[src/rtl/hpdcache_wrrarb_pkg.sv]
// -----------------------------------------------------------------------------
// hpdcache_wrrarb_pkg
// Shared constants and helpers for the weighted round-robin arbiter.
//   WRRARB_DEFAULT_WW : default width of weight fields and burst counter
//   eff_weight()      : a programmed weight of zero behaves as one
//   sat_inc()         : increment that sticks at the all-ones value of a field
// -----------------------------------------------------------------------------
package hpdcache_wrrarb_pkg;

  localparam int unsigned WRRARB_DEFAULT_WW = 3;

  // Zero weight would starve the owner of its own first transfer, so it is
  // promoted to one.
  function automatic logic [31:0] eff_weight(input logic [31:0] w);
    return (w == '0) ? 32'd1 : w;
  endfunction

  // Saturating increment of a ww-bit quantity carried in 32 bits.
  function automatic logic [31:0] sat_inc(input logic [31:0] v, input int unsigned ww);
    logic [31:0] max_v;
    max_v = (32'd1 << ww) - 32'd1;
    return (v >= max_v) ? max_v : v + 32'd1;
  endfunction

endpackage

[src/rtl/hpdcache_1hot_to_bin.sv]
// -----------------------------------------------------------------------------
// hpdcache_1hot_to_bin
// One-hot to binary index converter.
//   val_i [N]  : one-hot (or zero) vector
//   val_o [IW] : index of the set bit, 0 when val_i is zero
// -----------------------------------------------------------------------------
module hpdcache_1hot_to_bin #(
  parameter int unsigned N  = 4,
  parameter int unsigned IW = (N > 1) ? $clog2(N) : 1
) (
  input  logic [N-1:0]  val_i,
  output logic [IW-1:0] val_o
);

  always_comb begin
    val_o = '0;
    for (int unsigned i = 0; i < N; i++) begin
      if (val_i[i]) val_o |= IW'(i);
    end
  end

endmodule

[src/rtl/hpdcache_prio_1hot_encoder.sv]
// -----------------------------------------------------------------------------
// hpdcache_prio_1hot_encoder
// Priority encoder with one-hot output: keeps only the lowest set bit.
//   val_i [N] : input vector
//   val_o [N] : lowest set bit of val_i (zero when val_i is zero)
// -----------------------------------------------------------------------------
module hpdcache_prio_1hot_encoder #(
  parameter int unsigned N = 4
) (
  input  logic [N-1:0] val_i,
  output logic [N-1:0] val_o
);

  // Two's-complement trick: x & -x isolates the least significant set bit.
  assign val_o = val_i & (~val_i + N'(1));

endmodule

[src/rtl/hpdcache_wrrarb.sv]
// -----------------------------------------------------------------------------
// hpdcache_wrrarb
// Weighted round-robin arbiter. The current owner keeps the grant for up to
// its (runtime) weight of consecutive grants, then the pointer rotates to the
// next requester above it. A grant not yet accepted (ready_i low) is frozen.
//   clk_i      : clock, rising edge
//   rst_ni     : asynchronous active-low reset
//   req_i      [N]    : request vector
//   weight_i   [N*WW] : per-requester burst weight, field i at [i*WW +: WW]
//   prio_i     [N]    : high-priority requesters (HPDCACHE_WRRARB_PRIO_EN only)
//   ready_i    : consumer accepts the current grant
//   gnt_o      [N]    : one-hot grant, zero when idle
//   gnt_idx_o  [IW]   : binary index of gnt_o, zero when idle
// Optional feature macro: HPDCACHE_WRRARB_PRIO_EN. When defined, rotation at
// a burst boundary is restricted to requesters that also assert prio_i.
// -----------------------------------------------------------------------------
module hpdcache_wrrarb
  import hpdcache_wrrarb_pkg::*;
#(
  parameter int unsigned N  = 4,
  parameter int unsigned WW = WRRARB_DEFAULT_WW,
  parameter int unsigned IW = (N > 1) ? $clog2(N) : 1
) (
  input  logic           clk_i,
  input  logic           rst_ni,
  input  logic [N-1:0]   req_i,
  input  logic [N*WW-1:0] weight_i,
`ifdef HPDCACHE_WRRARB_PRIO_EN
  input  logic [N-1:0]   prio_i,
`endif
  input  logic           ready_i,
  output logic [N-1:0]   gnt_o,
  output logic [IW-1:0]  gnt_idx_o
);

  if (N < 1) begin : g_bad_n
    $fatal(1, "hpdcache_wrrarb: N must be >= 1");
  end
  if (WW < 1) begin : g_bad_ww
    $fatal(1, "hpdcache_wrrarb: WW must be >= 1");
  end

  // Reset owner is the top requester so the first rotation lands on index 0.
  localparam logic [N-1:0] GNT_RST = N'(1) << (N - 1);

  logic          wait_q;
  logic [N-1:0]  gnt_q;
  logic [WW-1:0] cnt_q;
  logic [WW-1:0] cnt_d;

  logic          any_req;
  logic          keep;
  logic [WW-1:0] w_owner;
  logic [WW-1:0] ew_owner;
  logic [N-1:0]  rot_req;
  logic [N-1:0]  above_mask;
  logic [N-1:0]  gnt_masked;
  logic [N-1:0]  gnt_unmasked;
  logic [N-1:0]  gnt;

  assign any_req = |req_i;

  // Candidate set for rotation and thermometer mask of indices strictly
  // above the owner: (gnt_q | gnt_q-1) covers owner and below.
  always_comb begin
    // NOTE: every variable gets a default before any branch so no path
    // leaves it unassigned, which would otherwise infer a latch.
    rot_req = req_i;
`ifdef HPDCACHE_WRRARB_PRIO_EN
    if (|(req_i & prio_i)) rot_req = req_i & prio_i;
`endif
    above_mask = ~(gnt_q | (gnt_q - N'(1)));

    w_owner = '0;
    for (int unsigned i = 0; i < N; i++) begin
      if (gnt_q[i]) w_owner = weight_i[i*WW +: WW];
    end
  end

  assign ew_owner = WW'(eff_weight(32'(w_owner)));

  // cnt_q == 0 only out of reset: no burst is running yet, so nothing to keep.
  assign keep = (|(req_i & gnt_q)) && (cnt_q != '0) && (cnt_q < ew_owner);

  hpdcache_prio_1hot_encoder #(.N(N)) i_enc_masked (
    .val_i (rot_req & above_mask),
    .val_o (gnt_masked)
  );

  hpdcache_prio_1hot_encoder #(.N(N)) i_enc_unmasked (
    .val_i (rot_req),
    .val_o (gnt_unmasked)
  );

  always_comb begin
    gnt = '0;
    if (keep)             gnt = gnt_q;
    else if (|gnt_masked) gnt = gnt_masked;
    else                  gnt = gnt_unmasked;
  end

  assign cnt_d = keep ? WW'(sat_inc(32'(cnt_q), WW)) : WW'(1);

  assign gnt_o = wait_q ? gnt_q : gnt;

  hpdcache_1hot_to_bin #(.N(N), .IW(IW)) i_gnt_idx (
    .val_i (gnt_o),
    .val_o (gnt_idx_o)
  );

  // Owner and burst count advance only when a new grant is first issued;
  // a held grant (wait_q) leaves them untouched.
  always_ff @(posedge clk_i or negedge rst_ni) begin
    if (!rst_ni) begin
      wait_q <= 1'b0;
      gnt_q  <= GNT_RST;
      cnt_q  <= '0;
    end else begin
      // NOTE: non-blocking assignments so every register samples the values
      // from before the edge regardless of statement order.
      wait_q <= ~ready_i & (wait_q | any_req);
      if (!wait_q && any_req) begin
        gnt_q <= gnt;
        cnt_q <= cnt_d;
      end
    end
  end

endmodule

[config.mk]
export PLATFORM = sky130hd
export DESIGN_NAME = hpdcache_wrrarb
export DESIGN_NICKNAME = d
export VERILOG_FILES = /design/src/rtl/hpdcache_wrrarb_pkg.sv /design/src/rtl/hpdcache_1hot_to_bin.sv /design/src/rtl/hpdcache_prio_1hot_encoder.sv /design/src/rtl/hpdcache_wrrarb.sv
export SDC_FILE = /design/constraint.sdc
export NUM_CORES = 1
export LEC_CHECK = 0
export ABC_AREA = 1
export BUFFER_PORTS_ARGS = -buffer_cell sky130_fd_sc_hd__buf_4
export CAP_MARGIN = 10
export CORE_AREA = 2 2 45 47
export CTS_CLUSTER_DIAMETER = 120
export DETAILED_ROUTE_END_ITERATION = 7
export DIE_AREA = 0 0 47 49
export PLACE_DENSITY_LB_ADDON = 0.15
export SLEW_MARGIN = 20
export SYNTH_ARGS = -nofsm -noshare
export SYNTH_HDL_FRONTEND = slang
export SYNTH_SLANG_ARGS = --single-unit
[constraint.sdc]
create_clock -name clk_i -period 2.6 [get_ports clk_i]
set_clock_uncertainty 0.05 [all_clocks]
set_input_delay 0.13 -clock clk_i [delete_from_list [all_inputs] [get_ports clk_i]]
set_output_delay 0.13 -clock clk_i [all_outputs]
set_load 0.02 [all_outputs]
After elaboration in Yosys (flattened, before gate mapping)
Index checks and enable logic that the tools add are counted.
{"block": "classes", "n_reduce_logical": 9, "n_addsub": 4, "muxes": 13, "magnitude_cmp": 2, "bitwise": 11}
{"op": "$mux 3", "n": 7}
{"op": "$and 4x4->4", "n": 4}
{"op": "$mux 4", "n": 3}
{"op": "$not 4->4", "n": 3}
{"op": "$reduce_or 4->1", "n": 3}
{"op": "$add 4x1->4 const B", "n": 2}
{"op": "$mux 2", "n": 2}
{"op": "$or 4x4->4", "n": 1}
{"op": "$sub 4x1->4 const B", "n": 1}
{"op": "$add 3x1->3 const B", "n": 1}
{"op": "$ge 3x3->1 const B", "n": 1}
{"op": "$logic_and 1x1->1", "n": 3}
{"op": "$logic_not 3->1", "n": 1}
{"op": "$lt 3x3->1", "n": 1}
{"op": "$reduce_bool 3->1", "n": 1}
{"op": "$and 1x1->1", "n": 1}
{"op": "$logic_not 1->1", "n": 1}
{"op": "$mux 1", "n": 1}
{"op": "$not 1->1", "n": 1}
{"op": "$or 1x1->1", "n": 1}
{"block": "word_totals", "register_bits": 8, "wordCells": 42, "input_bits": 19}

Depth between registers and ports, before layout
Gate-level depths: netlist of the first run.
{"block": "logic_depth", "depth_word": 14, "ltp_mapped": 15, "depth_no_buf": 14}

Hierarchy
From an unflattened synthesis of the first run, not the netlist that was laid out.
{"block": "hier_totals", "cells_unflattened": 157, "hier_area_um2": 969.7}
{"module": "hpdcache_wrrarb", "area_each_um2": 875.8, "instances": 1, "cells_each": 134, "seq_area_each_um2": 201.4}
{"module": "hpdcache_prio_1hot_encoder", "area_each_um2": 37.5, "instances": 2, "cells_each": 9, "seq_area_each_um2": 0.0}
{"module": "hpdcache_1hot_to_bin", "area_each_um2": 18.8, "instances": 1, "cells_each": 5, "seq_area_each_um2": 0.0}

Worst setup path before layout of the first run
No wires, ideal clock.
{"block": "synth_path", "path_kind": "register -> output", "from": "reg gnt_q[3]", "to": "out gnt_o[0]", "t_required_ns": 2.420, "t_arrival_ns": 1.989, "path_buffers": 1, "setup_slack_ns": 0.431, "stages_incl_launch_ff": 14, "path_cell_list": "dfstp_2 > buf_6 > nand2_1 > a21boi_2 > ha_1 > a21oi_1 > nand2_1 > a41oi_4 > nand2_4 > inv_2 > nand2_1 > nand2_1 > nand2_1 > nand2_1"}
{"block": "synth_via", "elab_chain_len": 11, "elab_cells_between_ends": 19, "classes_between": "add/sub (2); order compare (1); mux (5); bitwise (6); reduce/logical (5)"}
{"element": "start, declared", "line": "hpdcache_wrrarb.sv:47", "source": "logic [N-1:0] gnt_q;"}
{"element": "start signal, assigned", "line": "hpdcache_wrrarb.sv:123", "source": "gnt_q <= gnt;"}
{"element": "$sub 4x1->4", "line": "hpdcache_wrrarb.sv:72", "source": "above_mask = ~(gnt_q | (gnt_q - N'(1)));"}
{"element": "$or 4x4->4", "line": "hpdcache_wrrarb.sv:72"}
{"element": "$not 4->4", "line": "hpdcache_wrrarb.sv:72"}
{"element": "$and 4x4->4", "line": "hpdcache_wrrarb.sv:86", "source": ".val_i (rot_req & above_mask),"}
{"element": "$not 4->4", "line": "hpdcache_prio_1hot_encoder.sv:15", "source": "assign val_o = val_i & (~val_i + N'(1));"}
{"element": "$add 4x1->4", "line": "hpdcache_prio_1hot_encoder.sv:15"}
{"element": "$and 4x4->4", "line": "hpdcache_prio_1hot_encoder.sv:15"}
{"element": "$reduce_or 4->1", "line": "hpdcache_wrrarb.sv:98", "source": "else if (|gnt_masked) gnt = gnt_masked;"}
{"element": "$mux 4", "line": "hpdcache_wrrarb.sv:98"}
{"element": "$mux 4 *", "line": "hpdcache_wrrarb.sv:97", "source": "if (keep) gnt = gnt_q;"}
{"element": "$mux 4 *", "line": "hpdcache_wrrarb.sv:104", "source": "assign gnt_o = wait_q ? gnt_q : gnt;"}
{"element": "end, declared", "line": "hpdcache_wrrarb.sv:32", "source": "output logic [N-1:0] gnt_o,"}
Every way passes the cells marked *; elsewhere a longest branch is shown, timed or not.

Worst setup path after layout of the first run
{"block": "layout_path", "from": "reg gnt_q[2]", "to": "out gnt_o[0]"}
The elaborated chain is that of the path after synthesis.

==> results of run 1 <==
layer usage:
| layer | vias up | wire length, um |
|---|---|---|
| met3 | 2 | 131 |
| met5 | - | 0 |
| met2 | 33 | 1140 |
| met1 | 435 | 983 |
| met4 | 0 | 18 |
| li1 | 495 | - |
area by class of cell:
class | count | area [um^2]
Inverter | 22 | 87.6
Sequential cell | 8 | 204
Clock buffer | 4 | 26.3
Fill cell | 176 | 633
Tap cell | 27 | 33.8
Timing Repair Buffer | 35 | 284
Multi-Input combinational cell | 99 | 573
worst paths after layout:
path                           from  endpoint  cells past startpoint
setup reg to reg           gnt_q[2]  cnt_q[2]                     13
setup / recovery           gnt_q[2]  gnt_o[0]                     15
hold / removal              ready_i    wait_q                      3
min in group asynchronous    rst_ni  cnt_q[0]                      2
max in group asynchronous    rst_ni  gnt_q[3]                      2
hold reg to reg            cnt_q[0]  cnt_q[0]                      2
stage by stage:
stage / setup WS (ns) / power [mW] / utilization, % / cell area (um^2)
2_1_floorplan: 0.431 / 0.990 / - / 855
3_3_place_gp: 0.276 / 1.18 / 56.9 / 1050
3_5_place_dp: 0.235 / 1.20 / 56.9 / 1050
4_1_cts: 0.0239 / 1.35 / 60.3 / 1110
5_1_grt: -0.187 / 1.69 / 65.6 / 1210
6_report: -0.0227 / 1.55 / 65.6 / 1210
registers in the layout, indices dropped and copies added, names as in the netlist:
register  cells
cnt_q         3
gnt_q         4
wait_q        1
kinds of logic (layout without fill, tap and decap cells):
kind of cell / Yosys count / in the layout / synth area share [%]
AND/OR/NAND/NOR: 72 / 72 / 37.9
buffers and inverters: 25 / 61 / 12.9
adder cells (fa/ha/maj): 5 / 5 / 7.32
AO/OA/AOI/OAI: 22 / 22 / 18.3
flip-flops: 8 / 8 / 23.6
cell usage after synthesis, drive strengths merged:
library cell,count,area [um^2]
nand2,47,204
inv,22,82.6
nand3,12,65.1
nor2,10,40.0
o21ai,9,45.0
dfrtp,7,175
a21oi,6,33.8
ha,5,62.6
buf,3,27.5
nor3,3,15.0
a21boi,2,18.8
a22oi,1,7.51
a31o,1,8.76
a41oi,1,27.5
dfstp,1,26.3
o21bai,1,7.51
o31ai,1,7.51
worst reg2reg max path, stage by stage, from the launching register on:
cell and delay, ns:
dfrtp_2 0.46, inv_4 0.10, nor2_1 0.04, nor2_1 0.11
a21boi_2 0.08, ha_1 0.31, a21oi_2 0.16, nand2_2 0.08
a41oi_4 0.25, nand2_4 0.14, buf_4 0.16, nor2_2 0.11
o21ai_1 0.09, o21ai_1 0.07
power by group through the flow:
stage               sequential, mW  clock (mW)  combinational (mW)
floorplan                    0.213           0               0.778
finish                       0.256       0.108                1.18
global placement             0.257           0               0.924
detailed placement           0.258           0               0.940
CTS                          0.245       0.109               0.993
global route                 0.264       0.113                1.31
timing repair:
item | CTS | global route
endpoints found under the setup margin | 6 | 6
gates resized for setup | 2 | 16
setup buffers | 3 | 6
hold buffers | 1 | 0
pin swaps | 0 | 1
endpoints found under the hold margin | 8 | 0
placed cells by master, fill, tap and decap left out, types with 4 or more instances in the layout:
cell type,synthesis,layout
inv_1,19,18
ha_1,5,5
nand2_4,2,4
nand2_2,5,6
buf_4,0,29
o21ai_1,8,8
nand2_1,40,37
nor2_1,9,9
buf_6,2,5
nand3_1,11,10
dfrtp_1,7,5
==> flow_metrics.py, run 1 <==
metrics = {
    "setup_path": {
        "path_common_cell": "nand2_1",
        "crit_buf_inv": 3,
        "cp.required_ns": 2.42,
        "critPathMaxStageDelay_ns": 0.46,
        "r2r_setup_slack_ns": 0.32,
        "crit_slowest_cell": "dfrtp_2",
        "worstSetupStartpointType": "flop",
        "cp_cell_sequence": "inv_4, nor2_1, nor2_1, a21boi_2, ha_1, a21oi_2, nand2_2, a41oi_4, nand2_4, inv_2, nand2_1, nand2_1, nand2_1, nand2_1, buf_6",
        "path_class": "flop to primary output",
        "cp_top_family": "simple AND/OR/NAND/NOR gates",
        "crit_fanout": 7,
        "end_kind": "primary output",
        "worst_ep_arrival_time_ns": 2.44,
    },
    "cells_and_area": {
        "fin_cells": 195,
        "drive_above_1_share_pct": 37.5,
        "area_growth_pct": 41.4,
        "final_nets": 193,
        "diodes": 0,
    },
    "power": {
        "p_leak_nw": 0.660,
        "peakVddDrop_mv": 0.692,
        "p_sw_uw": 791,
        "sw_frac_of_total_pct": 51.1,
        "power.density_mw_per_mm2": 1280,
        "pwr-share-clk_pct": 7.0,
        "sequentialPowerShare_pct": 16.6,
        "power_frac_comb_pct": 76.5,
        "internal-power_uw": 756,
    },
    "grt": {
        "antenna_found_initial": 0,
        "grt_pass1_vias": 865,
        "use_met1_pct": 26.7,
        "use_met3_pct": 2.22,
        "top_usage_layer": "met2",
        "grt_max_degree": 9,
        "grt_pass1_wl_mm": 3.52,
        "grt_usage_pct": 21.0,
        "grt_overflow": 0,
        "met2_usage_pct": 34.2,
    },
    "synthesis": {
        "synthCells": 132,
        "synth-seq-cells": 8,
        "syn_nets": 156,
        "syn_area_per_cell_um2": 6.47,
        "yosys_warnings": 0,
        "synth.cell_area_um2": 855,
        "yosysSeqAreaShare_pct": 23.6,
        "yosysUniqueCellTypes": 26,
    },
    "sta": {
        "setup_violations": 2,
        "fin_hold_ws_ns": 0.0511,
        "final_max_slew_viol_count": 0,
        "layout_setup_ws_ns": -0.0227,
        "grt_setup_unrepaired": "true",
        "fin_tns_setup_ns": -0.0354,
        "max_freq_mhz": 381,
        "hold_viol": 0,
        "worst_pin_slew_ns": 0.422,
        "slew_headroom_pct": 71.6,
        "finalCritPeriodShare_pct": 101,
        "fin_crit_ns": 2.62,
    },
    "floorplan": {
        "die_w_um": 47,
        "initial_core_util_pct": 46.4,
        "die_area_mm2": 0.00230,
        "die_height_um": 49,
        "io_pins": 25,
        "rows": 16,
        "design.core.area_mm2": 0.00184,
    },
    "clocking": {
        "root_buffer": "clkbuf_4",
        "cts_max_level": 1,
        "clockBufferDepth": 2,
        "clkTransAtPathRegs_ns": 0.06,
        "clock-sinks": 8,
        "clk_latency_ns": 0.26,
        "cts_tree": "built",
        "cts_made_buffers": 3,
    },
    "detailed_routing": {
        "postRouteAntennaNets": 0,
        "avgRoutedWirePerCell_um": 11.6,
        "drt_iter0_markers": 20,
        "drc": 0,
        "first_pass_iters": 4,
        "drt_wl_total_mm": 2.27,
        "vias_per_cell": 4.95,
        "vias": 965,
    },
    "placement": {
        "place_congestion": 0.846,
        "hpwl_mm": 1.62,
        "port_buffers": 24,
        "dp_cells": 181,
    },
    "outcome": {
        "failed_checks": "negative setup slack",
        "outcome": "finished with violations",
    },
    "flow_run": {
        "drv_cap": 0,
    },
    "worst_hold_path": {
        "hold_class": "input port to flop",
    },
}
No activity file was read; power rests on OpenSTA's default activity.
==> run 2, diff against run 1 <==
PLACE_DENSITY_LB_ADDON = 0.12   (was 0.15)
==> flow_metrics.py, run 2 (synthesis gave the netlist of run 1 again) <==
metrics = {
    "outcome": {
        "outcome": "finished clean",
    },
    "power": {
        "power.density_mw_per_mm2": 1240,
        "sequentialPowerShare_pct": 18.3,
        "power_frac_comb_pct": 74.9,
        "p_sw_uw": 753,
        "peakVddDrop_mv": 0.660,
        "p_leak_nw": 0.641,
        "totalPowerFinal_mw": 1.48,
        "sw_frac_of_total_pct": 50.8,
        "internal-power_uw": 728,
        "pwr-share-clk_pct": 6.8,
    },
    "detailed_routing": {
        "vias": 938,
        "drt_wl_total_mm": 2.10,
        "postRouteAntennaNets": 0,
        "drt_iter0_markers": 15,
        "vias_per_cell": 4.86,
        "avgRoutedWirePerCell_um": 10.9,
        "drc": 0,
        "first_pass_iters": 4,
    },
    "cells_and_area": {
        "area_growth_pct": 40.3,
        "mostFrequentLayoutCells": "35 x nand2_1, 30 x buf_4, 19 x inv_1, 10 x nand3_1, 10 x nand2_2",
        "drive_above_1_share_pct": 40.4,
        "reg_top3": "gnt_q x4, cnt_q x3, wait_q x1",
        "largest_reg_flops": 4,
        "fin_cells": 193,
        "mostFrequentLayoutCell": "nand2_1",
        "diodes": 0,
        "final_nets": 191,
        "largest-register": "gnt_q",
    },
    "flow_run": {
        "drv_cap": 0,
    },
    "floorplan": {
        "die_height_um": 49,
        "die_area_mm2": 0.00230,
        "io_pins": 25,
        "rows": 16,
        "initial_core_util_pct": 46.4,
        "design.core.area_mm2": 0.00184,
        "die_w_um": 47,
    },
    "setup_path": {
        "end_kind": "primary output",
        "crit_buf_inv": 2,
        "worstSetupStartpointType": "flop",
        "cp.required_ns": 2.42,
        "crit_slowest_cell": "dfrtp_2",
        "worst_ep_arrival_time_ns": 2.38,
        "cp_top_family": "compound AO/OA/AOI/OAI gates",
        "cp_cell_sequence": "a21oi_2, nand2_1, a21boi_2, ha_4, a21oi_2, nand2_2, a41oi_4, nand2_4, inv_2, nand2_1, nand2_1, nand2_2, nand2_2, buf_6",
        "path_class": "flop to primary output",
        "critPathMaxStageDelay_ns": 0.46,
        "crit_fanout": 6,
    },
    "sta": {
        "grt_setup_unrepaired": "true",
        "setup_violations": 0,
        "fin_hold_ws_ns": 0.0670,
        "hold_viol": 0,
        "worst_pin_slew_ns": 0.307,
        "fin_crit_ns": 2.56,
        "slew_headroom_pct": 79.3,
        "finalCritPeriodShare_pct": 98.4,
        "final_max_slew_viol_count": 0,
        "max_freq_mhz": 391,
    },
    "grt": {
        "grt_pass1_vias": 912,
        "antenna_found_initial": 0,
        "grt_usage_pct": 20.1,
        "grt_overflow": 0,
        "grt_max_degree": 10,
        "grt_pass1_wl_mm": 3.49,
    },
    "placement": {
        "hpwl_mm": 1.62,
        "port_buffers": 24,
        "dp_cells": 180,
        "place_congestion": 0.860,
    },
    "clocking": {
        "clk_latency_ns": 0.25,
        "cts_tree": "built",
        "root_buffer": "clkbuf_4",
        "clockBufferDepth": 2,
        "clkTransAtPathRegs_ns": 0.05,
        "cts_max_level": 1,
        "cts_made_buffers": 3,
        "clock-sinks": 8,
    },
    "worst_hold_path": {
        "hold_class": "input port to flop",
    },
}
run 2: changes by cell type in the layout (fill, tap and decap cells not counted), sizes merged:
cell / change
buf: -2
run 2: power by group through the flow:
stage	clock network, mW	registers, mW	logic (mW)
after floorplan	0	0.213	0.778
after global placement	0	0.268	0.905
after detailed placement	0	0.271	0.921
after CTS	0.105	0.269	0.957
after global routing	0.117	0.282	1.23
final	0.101	0.271	1.11
run 2: through the flow:
step / setup WS (ns) / utilization, % / setup TNS (ns) / area, um^2
3_3_place_gp: 0.238 / 56.5 / 0 / 1040
2_1_floorplan: 0.431 / - / 0 / 855
6_report: 0.0403 / 65.1 / 0 / 1200
3_5_place_dp: 0.216 / 56.5 / 0 / 1040
4_1_cts: -0.00758 / 59.7 / -0.00758 / 1100
5_1_grt: -0.105 / 65.1 / -0.486 / 1200
run 2: final cells by class:
cell class / instances / area (um^2)
sequential: 8 / 205
clock buffer: 4 / 26.3
fill: 183 / 643
tap: 27 / 33.8
inverter: 22 / 87.6
timing repair buffer: 33 / 258
multi-input combinational: 99 / 588
run 2: layer usage:
metal	vias up	wire length, um	global-route usage [%]
met5	-	0	0
met4	0	29	8.80
met3	4	109	1.48
met2	30	1060	34.9
met1	418	893	24.1
li1	486	-	-
run 2: worst paths after layout:
check,startpoint,end,slack [ns],depth (start not counted)
worst max-delay path,gnt_q[1],gnt_o[0],0.04,14
worst min-delay path,ready_i,wait_q,0.07,3
worst max register to register,gnt_q[1],cnt_q[1],0.39,12
worst min register to register,cnt_q[0],cnt_q[0],0.50,2
max in group asynchronous,rst_ni,gnt_q[3],2.10,2
min in group asynchronous,rst_ni,cnt_q[1],0.19,2
run 2: worst reg2reg max path, delay by kind of cell, from the launching register on:
kind                       cells  cell delay (ns)
adders and majority gates      1             0.23
DFF                            1             0.46
buffers and inverters          1             0.15
AOI/OAI and AO/OA              6             0.86
and+or+nand+nor                4             0.39
run 2: timing repair:
action,in CTS,in global routing
setup endpoints to repair,5,6
pin swaps,0,4
gates resized for setup,4,15
hold buffers,1,0
endpoints found under the hold margin,8,0
setup buffers,2,6
